===== src/rtl/fcmp_unit.sv =====
// fcmp_unit: pipelined binary32 compare/select (feq/flt/fle/fmin/fmax), 2-cycle latency, valid/ready both sides.
// Ports: clk, rst (sync, active-high); request in_valid/in_ready, op, x, y, tag; flush;
// result out_valid/out_ready, z, out_tag. Optional NaN handling: define FCMP_NAN_EN.
module fcmp_unit #(
    parameter int TAG_W = 5
) (
    input  logic             clk,
    input  logic             rst,
    input  logic             in_valid,
    output logic             in_ready,
    input  logic [2:0]       op,
    input  logic [31:0]      x,
    input  logic [31:0]      y,
    input  logic [TAG_W-1:0] tag,
    input  logic             flush,
    output logic             out_valid,
    input  logic             out_ready,
    output logic [31:0]      z,
    output logic [TAG_W-1:0] out_tag
);
    logic             s1_v_q, s1_v_d, s2_v_q, s2_v_d;
    logic [2:0]       s1_op_q, s1_op_d;
    logic [31:0]      s1_x_q, s1_x_d, s1_y_q, s1_y_d, z_q, z_d;
    logic [TAG_W-1:0] s1_tag_q, s1_tag_d, tag_q, tag_d;
    logic             s1_xz_q, s1_xz_d, s1_yz_q, s1_yz_d;
`ifdef FCMP_NAN_EN
    logic             s1_xn_q, s1_xn_d, s1_yn_q, s1_yn_d;
`endif
    logic             s2_en, acc, xs, ys, eq, lt, split, nan_any;
    logic [30:0]      xm, ym;
    logic [31:0]      mn, mx, nan_sel, res;

    // Subnormals are flushed: a zero exponent makes the operand a signless zero.
    always_comb begin
        xs    = s1_x_q[31] & !s1_xz_q;
        ys    = s1_y_q[31] & !s1_yz_q;
        xm    = s1_xz_q ? 31'h0 : s1_x_q[30:0];
        ym    = s1_yz_q ? 31'h0 : s1_y_q[30:0];
        eq    = (xs == ys) & (xm == ym);
        lt    = (xs & !ys) | (!xs & !ys & (xm < ym)) | (xs & ys & (xm > ym));
        // -0 vs +0 compare equal but min/max still pick by sign bit
        split = s1_xz_q & s1_yz_q & (s1_x_q[31] ^ s1_y_q[31]);
        mn    = split ? (s1_x_q[31] ? s1_x_q : s1_y_q) : (lt | eq) ? s1_x_q : s1_y_q;
        mx    = split ? (s1_x_q[31] ? s1_y_q : s1_x_q) : lt ? s1_y_q : s1_x_q;
`ifdef FCMP_NAN_EN
        nan_any = s1_xn_q | s1_yn_q;
        nan_sel = (s1_xn_q & s1_yn_q) ? 32'h7fc00000 : s1_xn_q ? s1_y_q : s1_x_q;
`else
        nan_any = 1'b0;
        nan_sel = 32'h0;
`endif
        res = s1_op_q == 3'd0 ? {31'h0, eq & !nan_any} :
              s1_op_q == 3'd1 ? {31'h0, lt & !nan_any} :
              s1_op_q == 3'd2 ? {31'h0, (lt | eq) & !nan_any} :
              s1_op_q == 3'd3 ? (nan_any ? nan_sel : mn) :
              s1_op_q == 3'd4 ? (nan_any ? nan_sel : mx) : 32'h0;
    end

    always_comb begin
        s2_en    = !s2_v_q | out_ready;
        in_ready = !rst & !flush & (!s1_v_q | !s2_v_q | out_ready);
        acc      = in_valid & in_ready;
        s1_v_d   = flush ? 1'b0 : (!s1_v_q | s2_en) ? acc : s1_v_q;
        s2_v_d   = flush ? 1'b0 : s2_en ? s1_v_q : s2_v_q;
        s1_op_d  = acc ? op : s1_op_q;
        s1_x_d   = acc ? x : s1_x_q;
        s1_y_d   = acc ? y : s1_y_q;
        s1_tag_d = acc ? tag : s1_tag_q;
        s1_xz_d  = acc ? (x[30:23] == 8'h00) : s1_xz_q;
        s1_yz_d  = acc ? (y[30:23] == 8'h00) : s1_yz_q;
`ifdef FCMP_NAN_EN
        s1_xn_d  = acc ? (x[30:23] == 8'hff && x[22:0] != 23'h0) : s1_xn_q;
        s1_yn_d  = acc ? (y[30:23] == 8'hff && y[22:0] != 23'h0) : s1_yn_q;
`endif
        z_d      = (s2_en & s1_v_q) ? res : z_q;
        tag_d    = (s2_en & s1_v_q) ? s1_tag_q : tag_q;
    end

    always_ff @(posedge clk) begin
        if (rst) begin
            s1_v_q   <= 1'b0;
            s2_v_q   <= 1'b0;
            s1_op_q  <= 3'h0;
            s1_x_q   <= 32'h0;
            s1_y_q   <= 32'h0;
            s1_tag_q <= '0;
            s1_xz_q  <= 1'b0;
            s1_yz_q  <= 1'b0;
`ifdef FCMP_NAN_EN
            s1_xn_q  <= 1'b0;
            s1_yn_q  <= 1'b0;
`endif
            z_q      <= 32'h0;
            tag_q    <= '0;
        end else begin
            s1_v_q   <= s1_v_d;
            s2_v_q   <= s2_v_d;
            s1_op_q  <= s1_op_d;
            s1_x_q   <= s1_x_d;
            s1_y_q   <= s1_y_d;
            s1_tag_q <= s1_tag_d;
            s1_xz_q  <= s1_xz_d;
            s1_yz_q  <= s1_yz_d;
`ifdef FCMP_NAN_EN
            s1_xn_q  <= s1_xn_d;
            s1_yn_q  <= s1_yn_d;
`endif
            z_q      <= z_d;
            tag_q    <= tag_d;
        end
    end

    assign out_valid = s2_v_q;
    assign z         = z_q;
    assign out_tag   = tag_q;
endmodule


===== config.mk =====
export PLATFORM = sky130hd
export DESIGN_NAME = fcmp_unit
export DESIGN_NICKNAME = d
export VERILOG_FILES = /design/src/rtl/fcmp_unit.sv
export SDC_FILE = /design/constraint.sdc
export NUM_CORES = 1
export LEC_CHECK = 0
export BUFFER_PORTS_ARGS = -buffer_cell sky130_fd_sc_hd__clkbuf_2
export CAP_MARGIN = 20
export CORE_MARGIN = 2
export CORE_UTILIZATION = 56
export DETAILED_ROUTE_END_ITERATION = 7
export HOLD_SLACK_MARGIN = 0.03
export PLACE_DENSITY = 0.8
export SLEW_MARGIN = 0
export SYNTH_ARGS = -nofsm -noshare
export SYNTH_HDL_FRONTEND = slang
export SYNTH_SLANG_ARGS = --single-unit

===== constraint.sdc =====
create_clock -name clk -period 8.55 [get_ports clk]
set_input_delay 1.2825 -clock clk [delete_from_list [all_inputs] [get_ports clk]]
set_output_delay 1.2825 -clock clk [all_outputs]
set_load 0.05 [all_outputs]

* After elaboration in Yosys (flattened, before gate mapping) *
Cells that the tools add are included.

cells by class
  $lt $le $gt $ge = 2
  eq/ne operators = 6
  muxes and demuxes = 13
  bitwise operators = 22
  reductions and logical operators = 12

operators by type and width
  cell                                                              number
  32-bit two-way mux                                                11
  31-bit two-way mux                                                2
  31-bit == test                                                    1
  31-bit > comparator                                               1
  31-bit less-than comparator                                       1
  8-bit logical NOT                                                 2
  1-bit AND                                                         14
  1-bit logical NOT                                                 8
  1-bit bitwise OR                                                  7
  3-bit by 2-bit == test with 1-bit output (second input constant)  2
  3-bit by 1-bit == test with 1-bit output (second input constant)  1
  3-bit == test (second input constant)                             1
  3-bit logical NOT                                                 1
  2-bit OR reduction                                                1
  1-bit == test                                                     1
  1-bit bitwise XOR                                                 1

word-level totals
  flip-flop bits (word level) = 113
  input bits = 77
  output and inout bits = 39

* Depth between registers and ports, before layout *
Gate-level depths: netlist (run 1).

  depth after elaboration = 14
  gate-level depth with buffers = 14
  gate-level depth less buffers = 11

* Worst setup path after synthesis (run 1) *
OpenSTA, ideal clock, no wires.

  path type = input to output
  start point = input rst
  end point = output in_ready
  arrival = 2712 ps
  data required time = 7267 ps
  setup slack = 4555 ps
  stages on the path = 2
  buffers on the path = 1
  path through = clkbuf_1 -> a211oi_1

on the way
  cells in the longest elaborated chain, start to end = 3

ends and longest elaborated chain
  item                     RTL line  source
  from (decl)              8         input logic rst,
  1-bit logical NOT        61        in_ready = !rst & !flush & (!s1_v_q | !s2_v_q | out_ready);
  1-bit AND (2 in series)  61
  to (decl)                10        output logic in_ready,

Every way passes these cells.

* Worst setup path in the final report (run 1) *
  start point = register s1_yz_q
  end point = register z_q[8], in the netlist z[8]

on the way
  cells in the longest elaborated chain, start to end = 14
  elaborated cells between the ends (all ways) = 28

ends and longest elaborated chain
  item                                                                  RTL line  source
  from (decl)                                                           25        logic s1_xz_q, s1_xz_d, s1_yz_q, s1_yz_d;
  from (signal assigned)                                                103       s1_yz_q <= s1_yz_d;
  branches (longest 10 deep; another with 31-bit less-than comparator)  n/a
  32-bit two-way mux (*)                                                55        s1_op_q == 3'd3 ? (nan_any ? nan_sel : mn) :
  32-bit two-way mux (*)                                                54        s1_op_q == 3'd2 ? {31'h0, (lt | eq) & !nan_any} :
  32-bit two-way mux (*)                                                53        s1_op_q == 3'd1 ? {31'h0, lt & !nan_any} :
  32-bit two-way mux (*)                                                52        res = s1_op_q == 3'd0 ? {31'h0, eq & !nan_any} :
  to (signal assigned)                                                  108       z_q <= z_d;
  to (decl)                                                             23        logic [31:0] s1_x_q, s1_x_d, s1_y_q, s1_y_d, z_q, z_d;

Every way passes the cells marked *.
A chain may end at the register's enable or synchronous reset.

==> results of run 1 <==
[state kept, by name, summed over array words and instances, names as in the netlist]
name       flops
s1_yz_q        1
out_valid      1
out_tag        5
s1_xz_q        1
z             32
s1_x_q        32
s1_v_q         1
s1_op_q        3
s1_y_q        32
s1_tag_q       5
[synth_stat cells, drive strengths merged]
master   count
or3          1
nor3         5
or4b         1
a32oi        1
a32o         2
o21ai       36
nor4         7
mux2i        3
a21oi      127
o211ai       3
o2bb2ai      1
ha          36
a221oi       1
nand2      198
dfxtp      113
mux2        29
and2         1
and3         1
nor2b       62
a211oi      31
nor2        13
a2bb2oi      1
nand4        7
nand2b      36
inv          5
o221ai       1
nand3b       1
buf         15
nand3        8
a211o        1
o211a        1
a311oi       1
a21o         1
or2          2
a31oi        4
clkbuf      40
[path summary, 6_finish.rpt]
check                from  endpoint  slack [ns]  cells after the start
setup / recovery  s1_yz_q      z[8]        4.28                     12
setup reg to reg  s1_yz_q      z[8]        4.28                     12
hold reg to reg      z[8]      z[8]        0.45                      2
hold / removal       z[8]      z[8]        0.45                      2
[through the flow]
stage / util / area (µm²) / instances / hold slack, ns / worst slack, ns
6_report: 0.6923 / 7537 / 1037 / 0.4503 / 4.279
5_1_grt: 0.6923 / 7537 / 1037 / 0.4731 / 3.962
4_1_cts: 0.6872 / 7482 / 1035 / 0.4534 / 4.051
3_5_place_dp: 0.6265 / 6822 / 1003 / 0.4450 / 4.123
3_3_place_gp: 0.6265 / 6822 / 1003 / 0.4410 / 4.223
2_1_floorplan: - / 6257 / 796 / 0.4322 / 4.555
[worst max-delay path, cell delays in order (launching register included)]
cell and delay [ns]:
dfxtp_1 1.03, nand2b_1 0.22, ha_1 0.15, nand4_1 0.17
nor4_1 0.46, nand4_2 0.24, nor2_2 0.25, nor3_1 0.11
a31oi_4 0.56, buf_4 0.50, nor2b_1 0.09, a211oi_1 0.24
o21ai_1 0.10
[cell families (layout without fill, tap and decap cells)]
kind of cell,after synthesis,in the layout,synth area share
mux,32,32,0.05699
fa+ha+maj,36,36,0.07199
buf+inv,60,161,0.04299
simple gates,343,343,0.2653
compound gates,212,212,0.2012
flops,113,113,0.3615
[area by class of cell]
type | count | area, µm²
multi-input cells | 623 | 3737
fillers | 942 | 3351
flip-flops and latches | 113 | 2262
repair buffers | 124 | 683.2
clock buffers | 22 | 483.0
clock inverters | 10 | 177.7
well taps | 140 | 175.2
inverters | 5 | 18.77
[power by group]
group / switching (µW) / internal [µW] / total (µW)
registers: 13.3 / 540 / 553
clock network: 241 / 539 / 780
logic: 139 / 90.8 / 230
total: 393 / 1170 / 1560
[per-layer routing]
layer / part of all wire / global-route usage / up-vias
met4: 0.014 / 0.07776 / 0
met2: 0.47 / 0.4608 / 186
li1: - / - / 2921
met5: 0 / 0 / -
met3: 0.073 / 0.07706 / 25
met1: 0.44 / 0.3445 / 2719
==> results.tsv, run 1 <==
stage	metric	value	unit
run_status	status	completed	
setup_path	CP Launch Type	flip-flop	
layout	layout cells sized above 1	0.2263	
floorplanning	Starting Density	0.5747	
cts	clk slew on worst S/H paths	0.06	ns
global_routing	first-pass GRT wire length	26010	µm
global_routing	GRT Total Usage	0.2746	
detailed_routing	routed vias	5851	
setup_path	path type of the worst setup path	reg2reg	
cts	clock tree buffer depth	2	
timing	fin crit period	4.271	ns
detailed_routing	Routed Wire Length	15740	µm
detailed_routing	DRC viols	0	
layout	nets	997	
layout	most frequent cells in the layout	197 x nand2_1, 127 x a21oi_1, 115 x clkbuf_2	
timing	Final Max Slew Viols	0	
detailed_routing	Initial DRC Count	321	
cts	CTS sink cnt	113	
cts	CTS tree	done	
synth	Synth area leaders	dfxtp_1 36%, nand2_1 12%, a21oi_1 10%, ha_1 7.2%, nor2b_1 6.2%	
synth	Mean Syn Cell Area	7.861	µm²
power_and_ir_drop	VDD IR-drop max	0.1623	mV
detailed_routing	DR pass1 iterations	5	
power_and_ir_drop	PD cells	207.4	nW/µm²
setup_path	worst-path maximum fanout	42	
synth	Yosys reg bits	113	
synth	Yosys Warn Count	0	
timing	Final Hold Fails	0	
synth	share of the synthesized area in the top cell type	0.3615	
floorplanning	Total Die Area	12040	µm²
timing	Peak Freq	234.1	MHz
placed_design	dpl hpwl	10040	µm
placed_design	gpl congestion	0.8268	
synth	post-synthesis cell count	796	
cts	Num CTS Buffers	17	
detailed_routing	drt wl/cell	15.18	µm
placed_design	port bufs	115	
power_and_ir_drop	total power	1563	µW
cts	worst-skew pair later-pin latency	0.53	ns
global_routing	vias in the first global route	5540	
min_path	worst hold path type	reg2reg	
floorplanning	die height	109.7	µm
global_routing	largest net degree at the start of global routing	89	
synth	area leader, netlist	dfxtp_1	
global_routing	GRT overflow	0	
floorplanning	core area	10890	µm²
timing	Setup Viol. Count Final	0	
cts	H-tree lvl count	4	
detailed_routing	Antenna Violating Nets Remaining	0	
setup_path	required time of the critical path	8.96	ns
layout	most common library cell in the layout ignoring fill and taps	nand2_1	
flow_run	Max Cap Violations	0	
synth	Cell Area, Synth	6257	µm²
cts	CTS Root Cell	clkbuf_8	
layout	Ant. Diodes	0	
synth	Mapped Nets	909	
cts	PostCTS Resize Cnt	0	
setup_path	Crit. End Element	flip-flop	
timing	period utilization	0.4996	
cts	postcts setup bufs	0	
floorplanning	FP Rows	38	
floorplanning	IO Pins	116	
timing	Worst Skew	0.007786	ns
floorplanning	Die W	109.7	µm
global_routing	initial antenna violation count	0	
cts	Post-CTS Hold Fix Bufs	0	
timing	Setup TNS Final	0	ns
detailed_routing	Avg Vias per Cell	5.642	
power_and_ir_drop	Leakage	0.003109	µW
synth	Distinct cells, synth	48	
timing	RSZ-0062 raised after global routing	false	
timing	Slew @ Worst Pin	1.087	ns
setup_path	Worst Path Arrival	4.68	ns
layout	Area growth syn-to-layout	20.46	%
timing	worst relative slew slack	0.2744	
synth	register area share after synthesis	0.3615	
(Power assumes the default switching activity.)
==> inputs of run 2 (changes only) <==
ABC_AREA = 1   (was unset)
CORE_UTILIZATION = 52   (was 56)
PLACE_DENSITY = 0.77   (was 0.8)
clock period = 3.6 ns   (was 8.55 ns; I/O delays follow)
==> run 2 against run 1 <==
Net effect:
- final cell count up 39%
- highest routed layer unchanged
- clock skew is 0.0016 ns lower
- first-iteration DRC count rose to 2.7 times the previous value
- synthesized cell count increased by 49%
- final area up 14%
- global-route usage shrank 0.40 points
- via count up 37%
- flip-flop and latch count did not move
==> results.tsv, run 2 <==
stage	metric	value	unit	change
layout	Area growth syn-to-layout	15.86	%	
synth	top_reg_cell synth	dfxtp_1		
cts	H-tree lvl count	4		unchanged
synth	cell with the most instances after synthesis	nand2_1		
layout	most frequent cells in the layout	314 x nand2_1, 151 x a21oi_1, 128 x o21ai_0		
synth	Mean Syn Cell Area	6.237	µm²	-21%
setup_path	crit-path cells	buf_4, nor2_1, ha_1, nand2_1, nor2_1, and2_1, nand2_1, nand2_1, nand2_1, nand3_2, nand4_4, buf_12, nand2_1, o21ai_1, o21ai_1, nand3_1, a21oi_1		
timing	Final Max Slew Viols	0		unchanged
timing	fin crit period	3.073	ns	-1.199 ns
synth	share of the synthesized area in the top cell type	0.3061		-0.05545
synth	Cell Area, Synth	7391	µm²	+18%
floorplanning	Die W	123.2	µm	+12%
floorplanning	IO Pins	116		unchanged
timing	Setup TNS Final	0	ns	unchanged
setup_path	Worst R2R Path Depth	17		+5
layout	layout cells sized above 1	0.1453		-0.08097
synth	post-synthesis cell count	1185		+49%
detailed_routing	routed vias	8042		+37%
synth	Post-synth EDFFs	0		unchanged
floorplanning	core area	13880	µm²	+27%
synth	synth cell count leaders	315 x nand2_1, 151 x a21oi_1, 128 x o21ai_0		
min_path	worst hold path type	in2reg		
timing	Peak Freq	325.5	MHz	+39%
placed_design	port bufs	115		unchanged
run_status	status	completed		
setup_path	worst r2r dst	z[10]		
floorplanning	FP Rows	43		+13%
floorplanning	Total Die Area	15180	µm²	+26%
setup_path	CP most frequent cell	nand2_1		
synth	Yosys reg bits	113		unchanged
placed_design	gpl congestion	0.8710		+5.3%
setup_path	CP Launch Type	flip-flop		
power_and_ir_drop	PD cells	432.7	nW/µm²	+110%
detailed_routing	DR pass1 iterations	6		+1
cts	CTS sink cnt	113		unchanged
detailed_routing	Antenna Violating Nets Remaining	0		unchanged
floorplanning	die height	123.2	µm	+12%
cts	clock tree buffer depth	2		unchanged
power_and_ir_drop	VDD IR-drop max	0.4100	mV	+150%
setup_path	Worst Path Arrival	3.42	ns	-1.26 ns
detailed_routing	DRC viols	0		unchanged
floorplanning	Starting Density	0.5324		-0.04225
synth	Async SR Flop Fraction	0		unchanged
synth	Distinct cells, synth	32		-33%
power_and_ir_drop	total power	3705	µW	+140%
placed_design	dpl hpwl	12970	µm	+29%
cts	worst-skew pair later-pin latency	0.42	ns	-0.11 ns
layout	area occupied by multi-input gates	4373	µm²	+17%
layout	nets	1366		+37%
setup_path	required time of the critical path	3.95	ns	-5.01 ns
synth	area leader, netlist	dfxtp_1		
timing	period utilization	0.8535		+0.3539
detailed_routing	Routed Wire Length	20130	µm	+28%
power_and_ir_drop	Leakage	0.003778	µW	+22%
cts	Post-CTS Hold Fix Bufs	0		unchanged
setup_path	CP max stage delay	0.45	ns	-0.58 ns
synth	Synth area leaders	dfxtp_1 31%, nand2_1 16%, a21oi_1 10%, o21ai_0 8.7%, o21ai_1 6.8%		
global_routing	vias in the first global route	7013		+27%
synth	Yosys Warn Count	0		unchanged
flow_run	Max Cap Violations	0		unchanged
layout	fillcell total	1356		+44%
global_routing	GRT Total Usage	0.2705		-0.004035
detailed_routing	Avg Vias per Cell	5.562		-1.4%
setup_path	slowest CP cell	dfxtp_2		
timing	Worst Skew	0.006183	ns	-0.001603 ns
detailed_routing	Initial DRC Count	859		+170%
global_routing	first-pass GRT wire length	33010	µm	+27%
layout	register area	2265	µm²	+0.11%
layout	most common library cell in the layout ignoring fill and taps	nand2_1		
global_routing	largest net degree at the start of global routing	98		+10%
global_routing	initial antenna violation count	0		unchanged
timing	RSZ-0062 raised after global routing	false		
detailed_routing	drt wl/cell	13.92	µm	-8.3%
min_path	WHS Path Cells	3		+1
global_routing	GRT overflow	0		unchanged
timing	Slew @ Worst Pin	0.9117	ns	-0.1752 ns
timing	Final Hold Fails	0		unchanged
cts	CTS Root Cell	clkbuf_16		
setup_path	path type of the worst setup path	reg2reg		
layout	Ant. Diodes	0		unchanged
synth	Mapped Nets	1298		+43%
timing	Setup Viol. Count Final	0		unchanged
timing	worst relative slew slack	0.3922		+0.1178
setup_path	worst r2r src	s1_xz_q		
min_path	HP Start	tag[3]		
min_path	WHS Endpoint	s1_tag_q[3]		
cts	clk slew on worst S/H paths	0.06	ns	about the same
cts	CTS tree	done		
cts	Num CTS Buffers	17		unchanged
setup_path	worst-path maximum fanout	36		-14%
synth	register area share after synthesis	0.3061		-0.05545
setup_path	Crit. End Element	flip-flop		
setup_path	FF-to-FF setup slack	0.53	ns	-3.75 ns
## run 2: cell types whose count changed after synthesis, moves of 30 or more
cell and delta:
nor2b_1 -62, nor2_1 +51, o21ai_1 +73, inv_1 +90
nand2_1 +117, nand2b_1 -36, o21ai_0 +119, nand3_1 +32
a211oi_1 -30
## run 2: layout make-up
type / count / share of cell area
clock buffers: 17 / 0.04968
clock inverters: 15 / 0.01636
inverters: 97 / 0.04252
multi-input cells: 888 / 0.5107
flip-flops and latches: 113 / 0.2645
well taps: 180 / 0.02630
repair buffers: 136 / 0.09001
## run 2: power by group
group	internal (µW)	total [µW]	switching, µW
clock	953	1600	644
combinational	258	765	508
sequential	1300	1340	44.8
## run 2: through the flow
stage / util / area [µm²] / setup slack, ns / hold WS, ns / instances
finish: 0.6169 / 8563 / 0.5274 / 0.3443 / 1446
global route: 0.6169 / 8563 / 0.1533 / 0.3502 / 1446
CTS: 0.6161 / 8552 / 0.3585 / 0.3341 / 1445
floorplan: - / 7391 / 1.008 / 0.4422 / 1185
detailed placement: 0.5754 / 7986 / 0.4075 / 0.4527 / 1413
global placement: 0.5754 / 7986 / 0.4981 / 0.4508 / 1413
## run 2: kinds of logic after synthesis
logic type,synth area share
compound gates,0.2854
fa+ha+maj,0.06094
buf+inv,0.1053
flops,0.3061
simple gates,0.2423
## run 2: worst max-delay path by stage
| stage | startpoint | endpoint | cells after the start | slack, ns |
|---|---|---|---|---|
| global route | s1_xz_q | z[19] | 19 | 0.15 |
| detailed placement | s1_xz_q | z[3] | 20 | 0.41 |
| CTS | s1_xz_q | z[13] | 20 | 0.36 |
| floorplan | s1_xz_q | z[26] | 18 | 1.01 |
| global placement | s1_xz_q | z[4] | 20 | 0.50 |
| finish | s1_xz_q | z[10] | 17 | 0.53 |
## run 2: worst max-delay path: cells and delay by family, from the launching register on
family          cells  cell delay (ns)
buf+inv             2             0.56
fa+ha+maj           1             0.29
simple gates       11             1.36
flops               1             0.45
compound gates      3             0.31
## run 2: timing repair
| action | CTS | global route |
|---|---|---|
| gates resized for setup | 0 | 1 |
| setup buffers | 0 | 0 |
| setup endpoints to repair | 0 | 2 |
## run 2: metal layers
layer | GRT usage | vias up | share of wire
met5 | 0 | - | 0
met4 | 0.09872 | 0 | 0.021
met3 | 0.05351 | 36 | 0.072
met2 | 0.4269 | 330 | 0.45
met1 | 0.3661 | 3583 | 0.46
li1 | - | 4093 | -
==> inputs of run 3 (changes only) <==
PLACE_DENSITY = 0.85   (was 0.77)
==> run 3 against run 2 <==
Net effect:
- clock skew hardly changed
- register-to-register slack worse by 0.25 ns
- utilization is 0.14 points higher
- maximum frequency is 7.5% lower
- highest routed layer unchanged
- sequential share of layout area is 0.072 points lower
- global-route usage is 0.25 points higher
- non-clock buffer count is 1 lower
==> results.tsv, run 3 (same netlist as run 2, synthesis figures left out) <==
stage	metric	value	unit	change
global_routing	first-pass GRT wire length	33580	µm	+1.7%
timing	Final Hold Fails	0		unchanged
layout	area occupied by multi-input gates	4385	µm²	+0.29%
power_and_ir_drop	total power	3805	µW	+2.7%
layout	most common library cell in the layout ignoring fill and taps	nand2_1		
setup_path	end of the critical path	z[3]		
timing	Slew @ Worst Pin	0.9225	ns	+0.01077 ns
detailed_routing	drt wl/cell	14.15	µm	+1.6%
detailed_routing	DRC viols	0		unchanged
setup_path	CP max stage delay	0.35	ns	-0.10 ns
setup_path	Worst R2R Path Depth	15		-2
power_and_ir_drop	register share of total power	0.353		-0.009
cts	clk slew on worst S/H paths	0.05	ns	about the same
global_routing	vias in the first global route	7347		+4.8%
cts	H-tree lvl count	4		unchanged
cts	Num CTS Buffers	17		unchanged
detailed_routing	DR pass1 iterations	6		unchanged
cts	CTS Root Cell	clkbuf_16		
floorplanning	IO Pins	116		unchanged
power_and_ir_drop	VDD IR-drop max	0.3180	mV	-22%
timing	fin crit period	3.323	ns	+0.2503 ns
run_status	status	completed		
floorplanning	FP Rows	43		unchanged
timing	Final Max Slew Viols	0		unchanged
setup_path	crit-path cells	inv_1, buf_4, nand2_1, ha_1, nand2_1, nor2_1, nand2_1, nor3_1, nand4_1, nand4_4, buf_12, o21ai_0, o21ai_0, nand3_1, a21oi_1		
floorplanning	Starting Density	0.5324		unchanged
power_and_ir_drop	switching part of the total	0.3032		-0.01971
global_routing	GRT overflow	0		unchanged
flow_run	Max Cap Violations	0		unchanged
setup_path	FF-to-FF setup slack	0.28	ns	-0.25 ns
power_and_ir_drop	Clock Power Share	0.441		+0.010
setup_path	CP most frequent cell	nand2_1		
global_routing	largest net degree at the start of global routing	98		unchanged
floorplanning	Total Die Area	15180	µm²	unchanged
power_and_ir_drop	Comb power frac	0.206		about the same
cts	PostCTS Resize Cnt	0		unchanged
setup_path	worst r2r src	s1_yz_q		
setup_path	slowest CP cell	nand4_1		
placed_design	dpl hpwl	13100	µm	+0.99%
setup_path	Worst Path Arrival	3.67	ns	+0.25 ns
detailed_routing	Avg Vias per Cell	5.633		+1.3%
cts	Post-CTS Hold Fix Bufs	0		unchanged
cts	CTS sink cnt	113		unchanged
detailed_routing	Antenna Violating Nets Remaining	0		unchanged
setup_path	worst setup path start	s1_yz_q		
floorplanning	Die W	123.2	µm	unchanged
power_and_ir_drop	PD cells	443.4	nW/µm²	+2.5%
layout	Ant. Diodes	0		unchanged
layout	layout cells sized above 1	0.1430		-0.002370
timing	Worst Skew	0.006514	ns	+0.0003307 ns
layout	most frequent cells in the layout	314 x nand2_1, 151 x a21oi_1, 128 x o21ai_0		
layout	fin util	0.6183		+0.001352
setup_path	worst r2r dst	z[3]		
timing	Peak Freq	300.9	MHz	-7.5%
min_path	worst hold path type	in2reg		
global_routing	GRT Total Usage	0.2730		+0.002502
floorplanning	die height	123.2	µm	unchanged
timing	Setup Viol. Count Final	0		unchanged
cts	CTS tree	done		
cts	clock tree buffer depth	2		unchanged
layout	nets	1366		unchanged
setup_path	required time of the critical path	3.95	ns	about the same
setup_path	CP Launch Type	flip-flop		
timing	worst relative slew slack	0.3850		-0.007183
setup_path	path type of the worst setup path	reg2reg		
layout	fillcell total	1327		-2.1%
power_and_ir_drop	Leakage	0.003775	µW	about the same
detailed_routing	Initial DRC Count	868		+1.0%
setup_path	Crit. End Element	flip-flop		
cts	postcts setup bufs	0		unchanged
detailed_routing	routed vias	8146		+1.3%
placed_design	port bufs	115		unchanged
floorplanning	core area	13880	µm²	unchanged
power_and_ir_drop	Psw	1154	µW	-3.6%
power_and_ir_drop	Internal Pwr Total	2651	µW	+5.7%
setup_path	worst-path maximum fanout	30		-17%
timing	RSZ-0062 raised after global routing	true		
timing	period utilization	0.9230		+0.06953
placed_design	gpl congestion	0.8898		+2.2%
detailed_routing	Routed Wire Length	20460	µm	+1.6%
cts	worst-skew pair later-pin latency	0.42	ns	about the same
layout	Area growth syn-to-layout	16.12	%	
global_routing	initial antenna violation count	0		unchanged
layout	register area	2263	µm²	about the same
run 3: changes by cell type in the layout (fill, tap and decap cells not counted), moves of 2 or more:
cell	before	now
clkinv_4	9	0
clkinvlp_4	1	4
clkbuf_1	0	2
clkbuf_8	0	4
run 3: cell type report:
class / count / area share
Clock inverter: 9 / 0.01225
Clock buffer: 23 / 0.05686
Tap cell: 180 / 0.02624
Multi-Input combinational cell: 889 / 0.5110
Inverter: 97 / 0.04243
Timing Repair Buffer: 135 / 0.08748
Sequential cell: 113 / 0.2637
run 3: metrics by stage:
| stage | instances | setup slack, ns | cell area, µm² | setup TNS (ns) | hold WS [ns] |
|---|---|---|---|---|---|
| after floorplan | 1185 | 1.008 | 7391 | 0 | 0.4422 |
| after global placement | 1412 | 0.4703 | 7966 | 0 | 0.4495 |
| after detailed placement | 1412 | 0.3679 | 7966 | 0 | 0.4524 |
| after CTS | 1444 | 0.3496 | 8559 | 0 | 0.3326 |
| after global routing | 1446 | -0.04034 | 8582 | -0.04034 | 0.3458 |
| final | 1446 | 0.2771 | 8582 | 0 | 0.3444 |
run 3: power by group through the flow:
stage	Clock (µW)	Sequential [µW]	Combinational (µW)
floorplan	0	1370	601
global placement	0	1370	731
detailed placement	0	1370	753
CTS	1690	1340	760
global route	1750	1350	889
finish	1680	1340	782
run 3: how the worst min path moves through the flow:
| stage | startpoint | endpoint | slack (ns) | cells after the start |
|---|---|---|---|---|
| 5_1_grt | tag[3] | s1_tag_q[3] | 0.35 | 3 |
| 3_3_place_gp | s1_tag_q[0] | s1_tag_q[0] | 0.45 | 2 |
| 6_report | tag[0] | s1_tag_q[0] | 0.34 | 3 |
| 4_1_cts | tag[0] | s1_tag_q[0] | 0.33 | 3 |
| 2_1_floorplan | s1_tag_q[0] | s1_tag_q[0] | 0.44 | 2 |
| 3_5_place_dp | s1_tag_q[3] | s1_tag_q[3] | 0.45 | 2 |
run 3: metal layers:
layer | routed length (µm) | global-route usage | up-vias | share of wire
met2 | 9482 | 0.4330 | 345 | 0.46
li1 | - | - | 4091 | -
met4 | 342 | 0.09730 | 0 | 0.017
met3 | 1581 | 0.06780 | 37 | 0.077
met5 | 0 | 0 | - | 0
met1 | 9054 | 0.3603 | 3673 | 0.44
run 3: worst max-delay path, delay by kind of cell, from the launching register on:
| family | cells | cell delay, ns |
|---|---|---|
| compound gates | 3 | 0.42 |
| fa+ha+maj | 1 | 0.30 |
| simple gates | 8 | 1.40 |
| flops | 1 | 0.34 |
| buf+inv | 3 | 0.76 |
